`src/rtl/uart_stream_fifo.sv`:
```
// ---------------------------------------------------------------------------
// uart_stream_fifo
//
// Byte FIFO between the UART register block and the UART core, with an
// AXI-Stream slave (write) side and an AXI-Stream master (read) side. The
// read side is first-word-fall-through: the head entry is presented
// combinationally from memory whenever the FIFO is non-empty.
//
// Optional build macro: UART_STREAM_FIFO_DROP_EN
//   Defined   : s_axis_tready is tied high; writes that arrive while the FIFO
//               is full (and nothing pops that cycle) are discarded, setting
//               a sticky overflow flag and a saturating 8-bit drop counter.
//   Undefined : s_axis_tready = !full; overflow and drop_cnt are constant 0.
//
// Ports:
//   clk, rst        system clock, asynchronous active-high reset
//   s_axis_*        write stream (tdata/tvalid in, tready out)
//   m_axis_*        read stream  (tdata/tvalid out, tready in)
//   flush           synchronous clear pulse; discards contents
//   level           occupancy 0..2**DEPTH_LOG2
//   full, empty     occupancy flags
//   overflow        sticky dropped-write flag (drop build only)
//   drop_cnt        saturating dropped-write count (drop build only)
//
// Handshake: a transfer happens on a rising clk edge where tvalid && tready
// are both high. The producer holds tdata/tvalid stable until accepted;
// m_axis_tdata/tvalid only change at an edge with a pop, push-into-empty,
// flush or reset, so they are stable while tvalid=1 and tready=0. No output
// ready depends combinationally on the opposite side's ready in the default
// build.
// ---------------------------------------------------------------------------
module uart_stream_fifo #(
   parameter int DATA_WIDTH = 8,
   parameter int DEPTH_LOG2 = 4
) (
   input  logic                  clk,
   input  logic                  rst,
   input  logic [DATA_WIDTH-1:0] s_axis_tdata,
   input  logic                  s_axis_tvalid,
   output logic                  s_axis_tready,
   output logic [DATA_WIDTH-1:0] m_axis_tdata,
   output logic                  m_axis_tvalid,
   input  logic                  m_axis_tready,
   input  logic                  flush,
   output logic [DEPTH_LOG2:0]   level,
   output logic                  full,
   output logic                  empty,
   output logic                  overflow,
   output logic [7:0]            drop_cnt
);

   localparam int DEPTH = 2 ** DEPTH_LOG2;
   localparam logic [DEPTH_LOG2:0] PTR_ONE = {{DEPTH_LOG2{1'b0}}, 1'b1};

   // Pointers carry one extra wrap bit so full and empty are distinguishable.
   logic [DEPTH_LOG2:0]   wr_ptr;
   logic [DEPTH_LOG2:0]   rd_ptr;
   logic [DATA_WIDTH-1:0] mem [DEPTH];

   logic push;
   logic pop;

   assign empty = (wr_ptr == rd_ptr);
   assign full  = (wr_ptr[DEPTH_LOG2] != rd_ptr[DEPTH_LOG2]) &&
                  (wr_ptr[DEPTH_LOG2-1:0] == rd_ptr[DEPTH_LOG2-1:0]);
   assign level = wr_ptr - rd_ptr;

   assign m_axis_tvalid = !empty;
   assign m_axis_tdata  = mem[rd_ptr[DEPTH_LOG2-1:0]];

   assign pop = m_axis_tvalid && m_axis_tready;

`ifdef UART_STREAM_FIFO_DROP_EN
   logic drop;

   // The core must never stall, so the write side always reports ready.
   // A write into a full FIFO still lands when the head pops that same
   // cycle: the slot being written is the one being vacated.
   assign s_axis_tready = 1'b1;
   assign push          = s_axis_tvalid && (!full || pop);
   assign drop          = s_axis_tvalid && full && !pop;

   always_ff @(posedge clk or posedge rst) begin
      if (rst) begin
         overflow <= 1'b0;
         drop_cnt <= 8'd0;
      end else if (drop) begin
         overflow <= 1'b1;
         if (drop_cnt != 8'hFF) begin
            drop_cnt <= drop_cnt + 8'd1;
         end
      end
   end
`else
   assign s_axis_tready = !full;
   assign push          = s_axis_tvalid && s_axis_tready;
   assign overflow      = 1'b0;
   assign drop_cnt      = 8'd0;
`endif

   // Flush wins over any push/pop in the same cycle.
   always_ff @(posedge clk or posedge rst) begin
      if (rst) begin
         wr_ptr <= '0;
         rd_ptr <= '0;
      end else if (flush) begin
         wr_ptr <= '0;
         rd_ptr <= '0;
      end else begin
         if (push) begin
            wr_ptr <= wr_ptr + PTR_ONE;
         end
         if (pop) begin
            rd_ptr <= rd_ptr + PTR_ONE;
         end
      end
   end

   // Storage is not reset; only the pointers define valid contents.
   always_ff @(posedge clk) begin
      if (push && !flush) begin
         mem[wr_ptr[DEPTH_LOG2-1:0]] <= s_axis_tdata;
      end
   end

endmodule

```
`config.mk`:
```
export PLATFORM = sky130hd
export DESIGN_NAME = uart_stream_fifo
export DESIGN_NICKNAME = d
export VERILOG_FILES = /design/src/rtl/uart_stream_fifo.sv
export SDC_FILE = /design/constraint.sdc
export NUM_CORES = 1
export LEC_CHECK = 0
export BUFFER_PORTS_ARGS = -buffer_cell sky130_fd_sc_hd__clkbuf_2
export CAP_MARGIN = 10
export CORE_AREA = 2 2 99 101
export DETAILED_ROUTE_END_ITERATION = 8
export DIE_AREA = 0 0 101 103
export GPL_TIMING_DRIVEN = 0
export HOLD_SLACK_MARGIN = 0.05
export PLACE_DENSITY = 0.85
export SLEW_MARGIN = 20
export SYNTH_ARGS = -nofsm -noshare
export SYNTH_HDL_FRONTEND = slang
export SYNTH_SLANG_ARGS = --single-unit
export TNS_END_PERCENT = 50
```
`constraint.sdc`:
```
create_clock -name clk -period 8.3 [get_ports clk]
set_clock_uncertainty 0.15 [all_clocks]
set_input_delay 2.075 -clock clk [delete_from_list [all_inputs] [get_ports clk]]
set_output_delay 2.075 -clock clk [all_outputs]
set_load 0.005 [all_outputs]
```
==> impl_metrics.yaml, run 1 <==
setup_path:
  reg2regPathDepth: 8
  crit_chain: "buf_2, buf_1, inv_1, fa_1, a21o_1, a21oi_1, xnor2_1, clkbuf_2"
  setup.worst_path.end_class: "primary output"
  rrSetupSlack_ps: 4370
  critPathMaxFanout: 10
  r2r-end: "mem[15][3]"
  critical_path.slowest_cell: "buf_1"
  critical_path_buf_inv_count: 4
  required_ps: 6080
  critPathLaunchType: "flop"
  crit_type: "flop to primary output"
  critPathMaxStageDelay_ps: 500
  r2r_start: "rd_ptr[1]"
  crit_family: "buffers and inverters"
  arrival_ps: 2860
min_path:
  worstHoldStart: "wr_ptr[4]"
  min_path_cells: 2
  hold_class: "flop to flop"
  holdPathEnd: "wr_ptr[4]"
sta:
  slew_headroom_pct: 39.1
  hold_violations: 0
  finalSetupTns_ps: 0
  period_needed_ps: 5080
  worst_pin_slew_ps: 911
  grt_setup_unrepaired: "false"
  setup_viol: 0
  fmax_ghz: 0.197
  fin_crit_sh_pct: 61.2
  final-max-slew-violation-count: 0
layout:
  drive_above_1_share_pct: 27.8
  final_cells: 509
  syn_to_final_growth_pct: 15.0
  insertedDiodeCount: 0
  post-route-util_pct: 70.4
  final_cell_mix: "edfxtp_1 (128), clkbuf_2 (30), mux2i_1 (26)"
  nNetsFinal: 405
  fillCellCount: 583
  layout_commonest_cell: "edfxtp_1"
  stdcell_area_sq_um: 6660
routing:
  wl_per_cell_um: 23.5
  wirelength_um: 11900
  postRouteAntennaNets: 0
  drt_pass1_iterations: 6
  drc: 0
  drt_iter0_markers: 446
  vias: 3187
  via_per_inst: 6.26
floorplanning:
  die_height_um: 103
  initial_core_util_pct: 61.2
  core_sq_um: 9460
  die_w_um: 101
  fp.dieArea_sq_um: 10400
  io_pins: 39
  num_rows: 36
synth:
  syn_area_sq_um: 5790
  synth_cell_types: 38
  ys_seq_area_share_pct: 70.8
  syn_inst: 326
  yosysWarnings: 0
  syn_area_per_cell_sq_um: 17.7
  ys_ff_latch: 138
global_routing:
  grt_first_pass_wirelength_um: 18000
  track_usage_pct: 24.8
  grt_antenna_before_repair: 0
  grt_pass1_vias: 3133
  grt_max_degree: 17
  overflow: 0
place:
  dp.cells: 477
  port_buffers: 29
  place_congestion: 0.862
  placed_area_sq_um: 6110
  dp_hpwl_um: 7710
clock_network:
  clock_sinks: 138
  worstSkewPairLatency_ps: 520
  cts_tree: "done"
  holdBufCountCts: 0
  clkTransAtPathRegs_ps: 60
  cts-root-buf: "clkbuf_8"
  cts_inserted_buffers: 17
  cts-resized-gates: 0
  clockBufferDepth: 2
  cts_setup_buffers: 0
  h-tree-depth: 4
flow_run:
  max-cap-violations: 0
pwr:
  leakagePower_nw: 2.32
  ir_drop_mv: 0.175
  p_per_area_nw_per_um2: 251
outcome:
  status: "complete, no violations"
stage by stage:
| step | hold slack, ps | worst slack (ps) | total power (W) |
|---|---|---|---|
| 6_report | 500 | 3220 | 0.00167 |
| 4_1_cts | 500 | 3190 | 0.00167 |
| 5_1_grt | 554 | 3010 | 0.00172 |
| 2_1_floorplan | 440 | 4250 | 0.000936 |
| 3_5_place_dp | 481 | 3780 | 0.00101 |
| 3_3_place_gp | 461 | 3820 | 0.00100 |
layout make-up:
class                   instances  area [sq um]  area share (%)
clock buffers                  18           418            6.28
plain buffers                  23           144            2.16
well taps                     114           143            2.14
multi-input cells             161          1550            23.3
repair buffers                 29           145            2.18
inverters                      12          45.0           0.677
flip-flops and latches        138          4090            61.5
clock inverters                14           114            1.71
power breakdown:
part	total, W	internal [W]	switching [W]
Clock	0.000669	0.000373	0.000296
Sequential	0.000773	0.000768	0.00000497
Combinational	0.000226	0.000105	0.000121
Total	0.00167	0.00125	0.000421
worst max-delay path by stage:
stage | depth (start not counted) | endpoint | from | slack (ps)
6_report | 8 | level[4] | rd_ptr[1] | 3220
2_1_floorplan | 7 | level[4] | rd_ptr[1] | 4250
3_3_place_gp | 8 | level[4] | rd_ptr[1] | 3820
5_1_grt | 8 | level[4] | rd_ptr[1] | 3010
4_1_cts | 8 | level[4] | rd_ptr[1] | 3190
3_5_place_dp | 8 | level[4] | rd_ptr[1] | 3780
Yosys cell counts:
| library cell | number | area share (%) |
|---|---|---|
| a2111oi_1 | 1 | 0.17 |
| a211oi_1 | 3 | 0.39 |
| a21o_1 | 2 | 0.26 |
| a21oi_1 | 3 | 0.26 |
| a22oi_1 | 8 | 1.0 |
| a32oi_1 | 8 | 1.2 |
| and2_1 | 1 | 0.11 |
| and4_1 | 1 | 0.15 |
| buf_1 | 2 | 0.13 |
| buf_2 | 6 | 0.52 |
| buf_4 | 11 | 1.4 |
| buf_6 | 1 | 0.19 |
| clkbuf_1 | 2 | 0.13 |
| clkbuf_2 | 1 | 0.086 |
| clkinv_1 | 1 | 0.065 |
| conb_1 | 1 | 0.065 |
| dfrtp_1 | 10 | 4.3 |
| edfxtp_1 | 128 | 66 |
| fa_1 | 1 | 0.35 |
| ha_1 | 9 | 1.9 |
| inv_1 | 10 | 0.65 |
| inv_2 | 1 | 0.065 |
| mux2i_1 | 26 | 4.5 |
| mux4_2 | 24 | 9.3 |
| nand2_1 | 7 | 0.45 |
| nand2b_1 | 2 | 0.22 |
| nand3_1 | 1 | 0.086 |
| nand4_1 | 1 | 0.11 |
| nor2_1 | 23 | 1.5 |
| nor2b_1 | 1 | 0.11 |
| nor3_1 | 4 | 0.35 |
| o2111ai_1 | 1 | 0.15 |
| o211ai_2 | 1 | 0.22 |
| o21ai_0 | 11 | 0.95 |
| or3_1 | 1 | 0.11 |
| xnor2_1 | 9 | 1.4 |
| xor2_1 | 2 | 0.30 |
| xor2_2 | 1 | 0.28 |
sequential cells by signal, summed over array words and instances (netlist names):
| name | count |
|---|---|
| wr_ptr | 5 |
| mem | 128 |
| rd_ptr | 5 |
routing by layer:
layer | vias to the layer above | share of wire [%] | track usage [%]
met5 | - | 0 | 0
met2 | 158 | 51 | 39.6
met4 | 0 | 1.9 | 8.94
met3 | 21 | 7.4 | 6.37
met1 | 1626 | 40 | 33.7
li1 | 1382 | - | -
cells by family after synthesis:
group                    after synthesis  share of synthesized area, %
AO/OA/AOI/OAI                         38                          4.65
XOR/XNOR                              12                          1.95
other                                  1                        0.0648
buffers and inverters                 35                          3.27
AND/OR/NAND/NOR                       42                          3.18
adder cells (fa/ha/maj)               10                          2.29
multiplexers                          50                          13.8
flip-flops                           138                          70.8
worst min-delay path, cell delays in order (launching register included):
cell and delay [ps]:
dfrtp_1 440, xnor2_1 100, nor2_1 70
(Power assumes the default switching activity.)
==> run 2, diff against run 1 <==
- ABC_AREA: default -> 1
- CORE_AREA: 2 2 99 101 -> 2 2 113 115
- DIE_AREA: 0 0 101 103 -> 0 0 115 117
- PLACE_DENSITY: 0.85 -> 0.78
- clock period: 8.3 -> 4.2 ns (I/O delays scaled with it)
==> impl_metrics.yaml, run 2 <==
sta:
  setup_viol: 0
  fin_crit_sh_pct: 83.4
  grt_setup_unrepaired: "false"
  finalSetupTns_ps: 0
  period_needed_ps: 3500
  fmax_ghz: 0.285
  holdWs_ps: 443
  slew_headroom_pct: 36.3
  final-max-slew-violation-count: 0
  hold_violations: 0
  worst_pin_slew_ps: 952
floorplanning:
  core_sq_um: 12300
  fp.dieArea_sq_um: 13500
  num_rows: 41
  initial_core_util_pct: 53.4
  die_height_um: 117
  die_w_um: 115
  io_pins: 39
routing:
  wirelength_um: 15300
  postRouteAntennaNets: 0
  drt_pass1_iterations: 5
  drc: 0
  drt_iter0_markers: 514
  vias: 4852
  via_per_inst: 5.30
  wl_per_cell_um: 16.7
pwr:
  p_total_w: 0.00348
  ir_drop_mv: 0.271
  leakagePower_nw: 3.47
  p_per_area_nw_per_um2: 464
setup_path:
  rrSetupSlack_ps: 990
  crit_chain: "clkinv_1, ha_1, nand2_1, nor2_1, nand2_2, inv_1, clkbuf_2"
  r2r-end: "mem[4][7]"
  critical_path.slowest_cell: "ha_1"
  critPathLaunchType: "flop"
  critPathMaxStageDelay_ps: 470
  arrival_ps: 2300
  setup.worst_path.end_class: "primary output"
  critPathMaxFanout: 9
  r2r_start: "rd_ptr[1]"
  required_ps: 3000
  crit_type: "flop to primary output"
  reg2regPathDepth: 10
layout:
  syn_to_final_growth_pct: 14.1
  regArea_sq_um: 4090
  final_cell_mix: "nand2_1 (235), inv_1 (133), edfxtp_1 (128)"
  drive_above_1_share_pct: 11.2
  fillCellCount: 967
  largest_reg_flops: 128
  multi_input_area_sq_um: 1790
  layout_commonest_cell: "nand2_1"
  nNetsFinal: 778
  insertedDiodeCount: 0
clock_network:
  holdBufCountCts: 0
  cts-resized-gates: 0
  cts_setup_buffers: 0
  h-tree-depth: 4
  cts-root-buf: "clkbuf_16"
  cts_tree: "done"
  clockBufferDepth: 2
  clock_sinks: 138
  clkTransAtPathRegs_ps: 50
  worstSkewPairLatency_ps: 420
  cts_inserted_buffers: 17
global_routing:
  grt_pass1_vias: 4807
  track_usage_pct: 24.7
  grt_antenna_before_repair: 0
  grt_first_pass_wirelength_um: 24600
  overflow: 0
  grt_max_degree: 17
synth:
  syn_area_sq_um: 6570
  ys_ff_latch: 138
  synth_area_leaders: "edfxtp_1 (58%), nand2_1 (13%), inv_1 (7.6%)"
  synth-adder-area-share_pct: 2.02
  syn_area_per_cell_sq_um: 9.40
  yosysWarnings: 0
  synth-compound-area-share_pct: 0.343
  synth_edf_count: 128
  synth-xor-area-share_pct: 1.20
  syn_inst: 699
  ys_async_sr_fraction_pct: 7.25
  yosysMostFrequentCell: "nand2_1"
  synth_top_area_share_pct: 58.5
  ys_top_cells_by_count: "nand2_1 (235), inv_1 (133), edfxtp_1 (128)"
  synth_mux_area_share_pct: 0
  yosys.area_share.simple_pct: 23.2
  yosysTopAreaCell: "edfxtp_1"
  synth_cell_types: 24
  ys.flop_type: "edfxtp_1"
  synth_top_family_by_area: "simple AND/OR/NAND/NOR gates"
  ys_seq_area_share_pct: 62.3
outcome:
  status: "complete, no violations"
flow_run:
  max-cap-violations: 0
place:
  port_buffers: 29
  place_congestion: 0.877
  dp_hpwl_um: 10300
min_path:
  hold_class: "input pin to asynchronous set/reset pin"
run 2: cell types whose count changed after synthesis, sizes merged, moves of 9 or more:
cell / delta
nand2: +231
nand3: +97
buf: +9
o21ai: -10
mux4: -24
inv: +124
mux2i: -26
run 2: per-layer routing:
metal	vias to the layer above	track usage, %	share of wire (%)	routed length (um)
met5	-	0	0	0
met4	0	11.2	3.4	525
met1	2237	30.6	40	6070
li1	2296	-	-	-
met3	49	5.66	8.1	1240
met2	270	41.8	49	7490
run 2: critical path: cells and delay by family, from the launching register on:
family	cells	cell delay [ps]
flops	1	440
simple gates	3	460
fa+ha+maj	1	470
buf+inv	3	510
run 2: how the worst max path moves through the flow:
stage              start   endpoint  slack (ps)  cells past startpoint
5_1_grt        rd_ptr[2]       full         550                      7
2_1_floorplan  rd_ptr[1]       full        1530                      8
3_5_place_dp   rd_ptr[1]  mem[4][5]        1020                     10
6_report       rd_ptr[2]       full         700                      7
3_3_place_gp   rd_ptr[1]  mem[4][4]        1180                     10
4_1_cts        rd_ptr[1]       full         700                      9
run 2: cell type report:
class / instances / area share (%)
clock inverter: 11 / 1.74
multi-input combinational: 397 / 23.9
sequential: 138 / 54.6
clock buffer: 19 / 5.77
timing repair buffer: 29 / 1.94
tap: 150 / 2.50
inverter: 138 / 6.91
buffer: 34 / 2.69
run 2: where the power goes:
part / internal [W] / switching, W / leakage [nW]
registers: 0.00152 / 0.0000105 / 1.29
logic: 0.000163 / 0.000342 / 1.91
clock network: 0.000914 / 0.000532 / 0.269
run 2: kinds of logic after synthesis:
group           Yosys count
buf+inv                 172
other cells               1
simple gates            365
fa+ha+maj                10
flops                   138
compound gates            4
xor+xnor                  9
run 2: through the flow:
stage               instances  setup slack (ps)  area, sq um  utilization (%)
detailed placement        886              1020         6940             56.3
CTS                       916               703         7500             60.9
floorplan                 707              1530         6600                -
global placement          886              1180         6940             56.3
finish                    916               696         7500             60.9
global route              916               546         7500             60.9
==> run 3, diff against run 2 <==
- clock period: 4.2 -> 2.9 ns (I/O delays scaled with it)
==> impl_metrics.yaml, run 3 (same netlist as run 2, synthesis figures left out) <==
clock_network:
  clkTransAtPathRegs_ps: 60
  cts-root-buf: "clkbuf_16"
  clock_sinks: 138
  worstSkewPairLatency_ps: 420
  cts_tree: "done"
  clockBufferDepth: 2
  h-tree-depth: 4
  holdBufCountCts: 0
  cts_inserted_buffers: 17
global_routing:
  grt_antenna_before_repair: 0
  grt_first_pass_wirelength_um: 24700
  grt_max_degree: 17
  overflow: 0
  track_usage_pct: 24.8
  grt_pass1_vias: 4818
routing:
  drt_pass1_iterations: 5
  via_per_inst: 5.29
  postRouteAntennaNets: 0
  wirelength_um: 15500
  drt_iter0_markers: 519
  drc: 0
  wl_per_cell_um: 16.8
  vias: 4876
layout:
  final_cells: 921
  final_cell_mix: "nand2_1 (234), inv_1 (131), edfxtp_1 (128)"
  layout_commonest_cell: "nand2_1"
  regArea_sq_um: 4100
  fillCellCount: 941
  largest_reg_flops: 128
  insertedDiodeCount: 0
  syn_to_final_growth_pct: 16.4
  stdcell_area_sq_um: 7650
  nNetsFinal: 783
  multi_input_area_sq_um: 1830
  drive_above_1_share_pct: 14.8
floorplanning:
  die_height_um: 117
  num_rows: 41
  core_sq_um: 12300
  fp.dieArea_sq_um: 13500
  initial_core_util_pct: 53.4
  die_w_um: 115
  io_pins: 39
pwr:
  p_per_area_nw_per_um2: 666
  leakagePower_nw: 3.55
  ir_drop_mv: 0.396
setup_path:
  critPathLaunchType: "flop"
  crit_type: "flop to primary output"
  critPathMaxStageDelay_ps: 380
  setup.worst_path.end_class: "primary output"
  arrival_ps: 1990
  crit_chain: "buf_6, inv_4, buf_8, ha_1, nand2_2, nor2_4, nand2_1, inv_1, clkbuf_2"
  critical_path.slowest_cell: "dfrtp_1"
  critPathMaxFanout: 11
  required_ps: 2030
sta:
  holdWs_ps: 116
  grt_setup_unrepaired: "true"
  fin_crit_sh_pct: 98.8
  final-max-slew-violation-count: 0
  setup_ws_ps: 35.8
  period_needed_ps: 2860
  fmax_ghz: 0.349
  worst_pin_slew_ps: 818
  setup_viol: 0
  slew_headroom_pct: 45.3
  hold_violations: 0
  finalSetupTns_ps: 0
place:
  placed_area_sq_um: 6940
  dp_hpwl_um: 10300
  dp.cells: 886
  place_congestion: 0.877
  place_ws_ps: -276
  port_buffers: 29
flow_run:
  max-cap-violations: 0
min_path:
  hold_class: "input pin to asynchronous set/reset pin"
outcome:
  status: "complete, no violations"
run 3: changes by cell type in the layout (fill, tap and decap cells not counted), moves of 3 or more:
cell / change
buf_4: +10
buf_2: -9
nor2_1: -6
nor2_2: +5
buf_6: +4
clkbuf_1: -4
clkbuf_2: +3
dfrtp_1: -3
dfrtp_2: +3
run 3: per-layer routing:
layer / global-route usage [%] / vias up / wire (um)
met2: 41.8 / 252 / 7620
li1: - / 2311 / -
met5: 0 / - / 0
met4: 11.1 / 0 / 477
met1: 30.8 / 2267 / 6160
met3: 5.66 / 46 / 1230
run 3: where the power goes:
part,leakage (nW),internal (W),switching [W]
Clock,0.269,0.00132,0.000771
Sequential,1.29,0.00220,0.0000161
Combinational,1.99,0.000277,0.000511
run 3: worst max-delay path: cells and delay by family, from the launching register on:
family	cells	cell delay [ps]
buffers and inverters	5	550
AND/OR/NAND/NOR	3	350
flip-flops	1	380
adder cells (fa/ha/maj)	1	280
run 3: what timing repair did:
item	CTS	global route
pin swaps	1	1
setup endpoints to repair	111	54
hold endpoints to repair	0	0
setup buffers	0	5
gates resized for setup	19	38
run 3: through the flow:
step	total power [W]	util, %
3_5_place_dp	0.00297	56.3
5_1_grt	0.00527	62.2
4_1_cts	0.00504	61.3
3_3_place_gp	0.00294	56.3
2_1_floorplan	0.00270	-
6_report	0.00510	62.2
run 3: worst paths after layout:
kind	endpoint	slack [ps]	startpoint	cells after the start
worst max register to register	mem[7][6]	170	rd_ptr[1]	10
worst max-delay path	empty	40	rd_ptr[1]	9
worst min register to register	wr_ptr[0]	440	wr_ptr[0]	2
max in group asynchronous	wr_ptr[0]	2170	rst	2
min in group clk	rd_ptr[2]	430	m_axis_tready	3
worst min-delay path	rd_ptr[4]	120	rst	2
run 3: cell type report:
cell class	instances	area share, %
Timing Repair Buffer	34	2.39
Buffer	34	3.42
Clock inverter	11	1.70
Inverter	138	6.87
Clock buffer	19	5.66
Tap cell	150	2.45
Multi-Input combinational cell	397	24.0
Sequential cell	138	53.5
